--- src/rtl/vga_pkg.sv ---
// VGA timing constants shared by the display pipeline.
// Provides the visible resolution used to bound sprite positions.
package vga_pkg;

  localparam int unsigned HOR_PIXELS = 1024;
  localparam int unsigned VER_PIXELS = 768;

endpackage

--- src/rtl/donkey_pkg.sv ---
// Types and constants for the donkey sprite controller.
// Holds the motion state enum, sprite dimensions and the derived
// position limits (ground row and rightmost column).
package donkey_pkg;

  import vga_pkg::*;

  typedef enum logic [1:0] {
    STAND = 2'd0,
    JUMP  = 2'd1,
    FALL  = 2'd2
  } state_t;

  localparam int unsigned DONKEY_WIDTH  = 48;
  localparam int unsigned DONKEY_HEIGHT = 64;
  localparam int unsigned GROUND_Y      = VER_PIXELS - DONKEY_HEIGHT;
  localparam int unsigned X_MAX         = HOR_PIXELS - DONKEY_WIDTH;

endpackage

--- src/rtl/edge_detect.sv ---
// Rising-edge detector.
// Ports: clk, rst (async active-low), d (level input), rise (one-cycle
// pulse on a 0->1 transition of d).
// A level already high when reset releases does not count as an edge;
// d must be seen low at least once before a rise is reported.
module edge_detect (
  input  logic clk,
  input  logic rst,
  input  logic d,
  output logic rise
);

  logic d_q;
  logic armed_q;

  always_ff @(posedge clk or negedge rst) begin
    if (!rst) begin
      d_q     <= 1'b0;
      armed_q <= 1'b0;
    end else begin
      d_q     <= d;
      armed_q <= armed_q | ~d;
    end
  end

  assign rise = d & ~d_q & armed_q;

endmodule

--- src/rtl/donkey_ctl.sv ---
// Donkey sprite motion controller.
// Ports: clk, rst (async active-low), vsync (frame marker, rising edge),
// key_left/key_right/key_jump (synchronised levels), xpos/ypos (sprite
// top-left), facing_left (mirror), airborne (in JUMP or FALL).
// Motion advances once per frame; all outputs are registered.
module donkey_ctl
  import donkey_pkg::*;
#(
  parameter int unsigned STEP    = 2,
  parameter int unsigned JUMP_V0 = 12,
  parameter int unsigned GRAVITY = 1,
  parameter int unsigned V_MAX   = 12,
  parameter int unsigned START_X = 64
) (
  input  logic        clk,
  input  logic        rst,
  input  logic        vsync,
  input  logic        key_left,
  input  logic        key_right,
  input  logic        key_jump,
  output logic [11:0] xpos,
  output logic [11:0] ypos,
  output logic        facing_left,
  output logic        airborne
);

  localparam logic [12:0] STEP_W   = 13'(STEP);
  localparam logic [12:0] XMAX_W   = 13'(X_MAX);
  localparam logic [12:0] GROUND_W = 13'(GROUND_Y);
  localparam logic [4:0]  V0_W     = 5'(JUMP_V0);
  localparam logic [4:0]  GRAV_W   = 5'(GRAVITY);
  localparam logic [5:0]  VMAX_W   = 6'(V_MAX);

  logic frame_tick;

  edge_detect u_edge (
    .clk  (clk),
    .rst  (rst),
    .d    (vsync),
    .rise (frame_tick)
  );

  state_t      state_q, state_d;
  logic [4:0]  vel_q, vel_d;
  logic [11:0] x_q, x_d;
  logic [11:0] y_q, y_d;
  logic        face_q, face_d;
  logic        air_q, air_d;

  logic [12:0] x_dec, x_inc, y_ext, vel_ext, y_sum;
  logic [5:0]  vel_inc;

  always_comb begin
    state_d = state_q;
    vel_d   = vel_q;
    x_d     = x_q;
    y_d     = y_q;
    face_d  = face_q;
    x_dec   = {1'b0, x_q} - STEP_W;
    x_inc   = {1'b0, x_q} + STEP_W;
    y_ext   = {1'b0, y_q};
    vel_ext = {8'd0, vel_q};
    y_sum   = y_ext + vel_ext;
    vel_inc = {1'b0, vel_q} + {1'b0, GRAV_W};

    if (frame_tick) begin
      // Horizontal: 13-bit arithmetic, bit 12 of x_dec flags underflow.
      if (key_left && !key_right) begin
        x_d    = x_dec[12] ? 12'd0 : x_dec[11:0];
        face_d = 1'b1;
      end else if (key_right && !key_left) begin
        x_d    = (x_inc > XMAX_W) ? XMAX_W[11:0] : x_inc[11:0];
        face_d = 1'b0;
      end

      case (state_q)
        STAND: begin
          if (key_jump) begin
            state_d = JUMP;
            vel_d   = V0_W;
          end
        end
        JUMP: begin
          if (y_ext < vel_ext) begin
            // Ceiling hit: pin to row 0 rather than wrapping.
            y_d     = 12'd0;
            vel_d   = 5'd0;
            state_d = FALL;
          end else begin
            y_d = y_q - {7'd0, vel_q};
            if (vel_q <= GRAV_W) begin
              vel_d   = 5'd0;
              state_d = FALL;
            end else begin
              vel_d = vel_q - GRAV_W;
            end
          end
        end
        FALL: begin
          if (y_sum >= GROUND_W) begin
            y_d     = GROUND_W[11:0];
            vel_d   = 5'd0;
            state_d = STAND;
          end else begin
            y_d   = y_sum[11:0];
            vel_d = (vel_inc > VMAX_W) ? VMAX_W[4:0] : vel_inc[4:0];
          end
        end
        default: begin
          state_d = STAND;
          vel_d   = 5'd0;
        end
      endcase
    end

    air_d = (state_d != STAND);
  end

  always_ff @(posedge clk or negedge rst) begin
    if (!rst) begin
      state_q <= STAND;
      vel_q   <= 5'd0;
      x_q     <= 12'(START_X);
      y_q     <= GROUND_W[11:0];
      face_q  <= 1'b0;
      air_q   <= 1'b0;
    end else begin
      state_q <= state_d;
      vel_q   <= vel_d;
      x_q     <= x_d;
      y_q     <= y_d;
      face_q  <= face_d;
      air_q   <= air_d;
    end
  end

  assign xpos        = x_q;
  assign ypos        = y_q;
  assign facing_left = face_q;
  assign airborne    = air_q;

endmodule

--- config.mk ---
export PLATFORM = sky130hd
export DESIGN_NAME = donkey_ctl
export DESIGN_NICKNAME = d
export VERILOG_FILES = /design/src/rtl/vga_pkg.sv /design/src/rtl/donkey_pkg.sv /design/src/rtl/edge_detect.sv /design/src/rtl/donkey_ctl.sv
export SDC_FILE = /design/constraint.sdc
export NUM_CORES = 1
export LEC_CHECK = 0
export BUFFER_PORTS_ARGS = -buffer_cell sky130_fd_sc_hd__buf_2
export CORE_MARGIN = 2
export CORE_UTILIZATION = 55
export CTS_BUF_LIST = sky130_fd_sc_hd__clkbuf_16
export DETAILED_ROUTE_END_ITERATION = 8
export PLACE_DENSITY = 0.75
export SETUP_SLACK_MARGIN = 0.02
export SLEW_MARGIN = 10
export SYNTH_ARGS = -nofsm -noshare
export SYNTH_HDL_FRONTEND = slang
export SYNTH_SLANG_ARGS = --single-unit
--- constraint.sdc ---
create_clock -name clk -period 4.7 [get_ports clk]
set_input_delay 0.705 -clock clk [delete_from_list [all_inputs] [get_ports clk]]
set_output_delay 0.705 -clock clk [all_outputs]
set_load 0.01 [all_outputs]
==> qor.csv <==
metric;value;unit
antenna violations before repair;0;
WL per Instance;16.3;um
share of cells above drive strength 1;0.141;
Pwr Density;660;nW/um^2
EDFF count, synth;0;
Tot Pwr;2.26;mW
grt ovf;0;
Placer Congestion;0.896;
largest area contributor in the synthesized netlist;dfrtp_1;
die span in x;79.8;um
Final Cycle Share;0.650;
unrepaired setup endpoints after global routing;false;
Most used DFF post-synth;dfrtp_1;
fmax;327;MHz
dpl cells;476;
Std-Cell Rows;27;
vias in the first global route;2880;
TritonCTS buffer count;5;
Die ar.;6360;um^2
most common cell after layout, fill and taps aside;nor2_1;
via count;3055;
fill count;513;
Reg area;856;um^2
io pins;32;
Post-DP HPWL;5680;um
type of origin of the critical path;register;
clk_skew;0.00319;ns
area share of the largest cell type after synthesis;0.238;
first-pass GRT wire length;13400;um
post-synthesis sequential area ratio;0.271;
GRT Total Usage;0.265;
Max clock buf depth;2;
CP required;4.88;ns
Synthesized Nets;425;
Hold Path Class;reg -> reg;
Fin Setup TNS;0;ns
Max-Cap Viols;0;
top fanout value on the critical path;15;
arrival time at the worst endpoint;3.23;ns
post-synthesis register bit count;34;
commonest cells after routing, fill and taps aside;nor2_1, nand2_1, a21oi_1;
Setup Buffers After CTS;0;
htree depth;2;
TritonCTS clock tree;yes;
Mapped Cells;396;
Sink Count;34;
DRC violations left;0;
Area contributors post-synth;dfrtp_1, ha_1, a21oi_1;
multi-input logic area;2090;um^2
n_diodes;0;
largest net degree at the start of global routing;35;
Worst Tran Pin Value;0.858;ns
Post-synth ARST share;1.00;
drt initial violations;216;
cell count of the worst reg-to-reg path;9;
placeable core area;5540;um^2
antenna viol nets, final;0;
Max IR drop VDD;0.444;mV
Hold Path Sink;u_edge.armed_q;
final non-filler cell total;484;
Final Instance Area;3420;um^2
CP Class;reg -> reg;
P_leak;1.45;nW
Die Y;79.8;um
Final nets;440;
final max-slew violation count;0;
max_slew headroom;0.426;
Hold Crit Depth;1;
synthesis-to-finish area growth;8.32;%
Final Hold Vio Count;0;
Worst Hold Launch;u_edge.armed_q;
Critical Path End Type;register;
Netlist Area Pre-Place;3160;um^2
Avg Cell Area, Syn;7.97;um^2
Final setup viols;0;
CTS Root Cell;clkbuf_16;
Clk Latency, worst-skew pair;0.28;ns
Yosys cell types;76;
outcome;completed;
PnR worst setup slack;1.65;ns
final wirelength;7900;um
IO buf count;30;
Setup WS pre-CTS;1.69;ns
post-CTS sizing;0;
Crit Reg-Reg Startpoint;vel_q[0];
Tmin final;3.05;ns
Initial Utilization;0.570;
vias per cell;6.31;
Ys Warns;0;
setup slack, reg-to-reg;1.65;ns
CTS Hold Bufs;0;
worst r2r dst;airborne;
clock transition at the registers of the reported paths;0.06;ns
placed cell area;3280;um^2
Pre-Repair DR Iteration Count;5;
area by class of cell:
type                    instances  area share
flip-flops and latches         34       0.250
inverters                      26      0.0285
multi-input cells             314       0.611
well taps                      72      0.0263
clock buffers                   5      0.0366
clock inverters                 3     0.00366
repair buffers                 30      0.0439
worst max path at each step:
stage	to	depth (start not counted)	start	slack, ns
6_report	airborne	9	vel_q[0]	1.65
4_1_cts	airborne	9	vel_q[0]	1.66
3_5_place_dp	airborne	9	vel_q[0]	1.69
2_1_floorplan	vel_q[2]	9	vel_q[0]	2.04
3_3_place_gp	airborne	9	vel_q[0]	1.76
5_1_grt	state_q[0]	9	vel_q[0]	1.37
per-stage QoR:
stage | hold slack, ns | utilization
after floorplan | 0.409 | -
after global placement | 0.453 | 0.592
after detailed placement | 0.463 | 0.592
after CTS | 0.478 | 0.617
after global routing | 0.499 | 0.617
final | 0.473 | 0.617
state kept, by name (all words and copies together), names as in the netlist:
name / flops
xpos: 11
facing_left: 1
ypos: 12
u_edge.d_q: 1
u_edge.armed_q: 1
vel_q: 5
airborne: 1
state_q: 2
synthesized netlist by cell type, types with 3 or more instances:
library cell / number
and2_1: 4
o311ai_0: 3
a32oi_1: 3
o21ai_0: 20
buf_4: 4
nand4_1: 8
and3_1: 6
dfstp_2: 4
clkbuf_1: 9
nor4_1: 4
nor2_1: 38
a31oi_1: 8
ha_1: 21
o31ai_1: 4
inv_1: 26
a21o_1: 5
o21bai_1: 3
buf_2: 8
o21a_1: 3
a211o_1: 4
xnor2_1: 6
or3_1: 4
nor2b_1: 6
a21oi_1: 32
o21ai_1: 9
o211ai_1: 6
nand2_1: 34
a211oi_1: 4
nand3_1: 14
nand2b_1: 3
nor3_1: 10
dfrtp_1: 30
report_power, final:
group | switching [mW] | internal [mW]
logic | 0.805 | 0.505
registers | 0.221 | 0.409
clock network | 0.124 | 0.191
total | 1.15 | 1.11
critical path, cell delays in order (launching register included):
cell and delay [ns]:
dfrtp_1 0.47, ha_1 0.25, fa_1 0.41, nor2b_2 0.19, o21ai_1 0.27, a21oi_1 0.12
o21a_1 0.20, o21ai_2 0.54, nand2_2 0.20, o311ai_1 0.31
cell families (layout without fill, tap and decap cells):
group / count (synthesis) / count (layout) / synth area share
compound gates: 132 / 132 / 0.287
simple gates: 150 / 150 / 0.253
buf+inv: 48 / 64 / 0.0674
xor+xnor: 7 / 7 / 0.0194
flops: 34 / 34 / 0.271
mux: 1 / 1 / 0.00475
fa+ha+maj: 23 / 23 / 0.0959
other cells: 1 / 1 / 0.00119
layer usage:
metal,vias up,GRT usage,wire length [um]
met5,-,0,0
met4,0,0.112,135
met3,17,0.0452,508
met2,120,0.439,3920
met1,1432,0.340,3330
li1,1486,-,-
(Power assumes the default switching activity.)
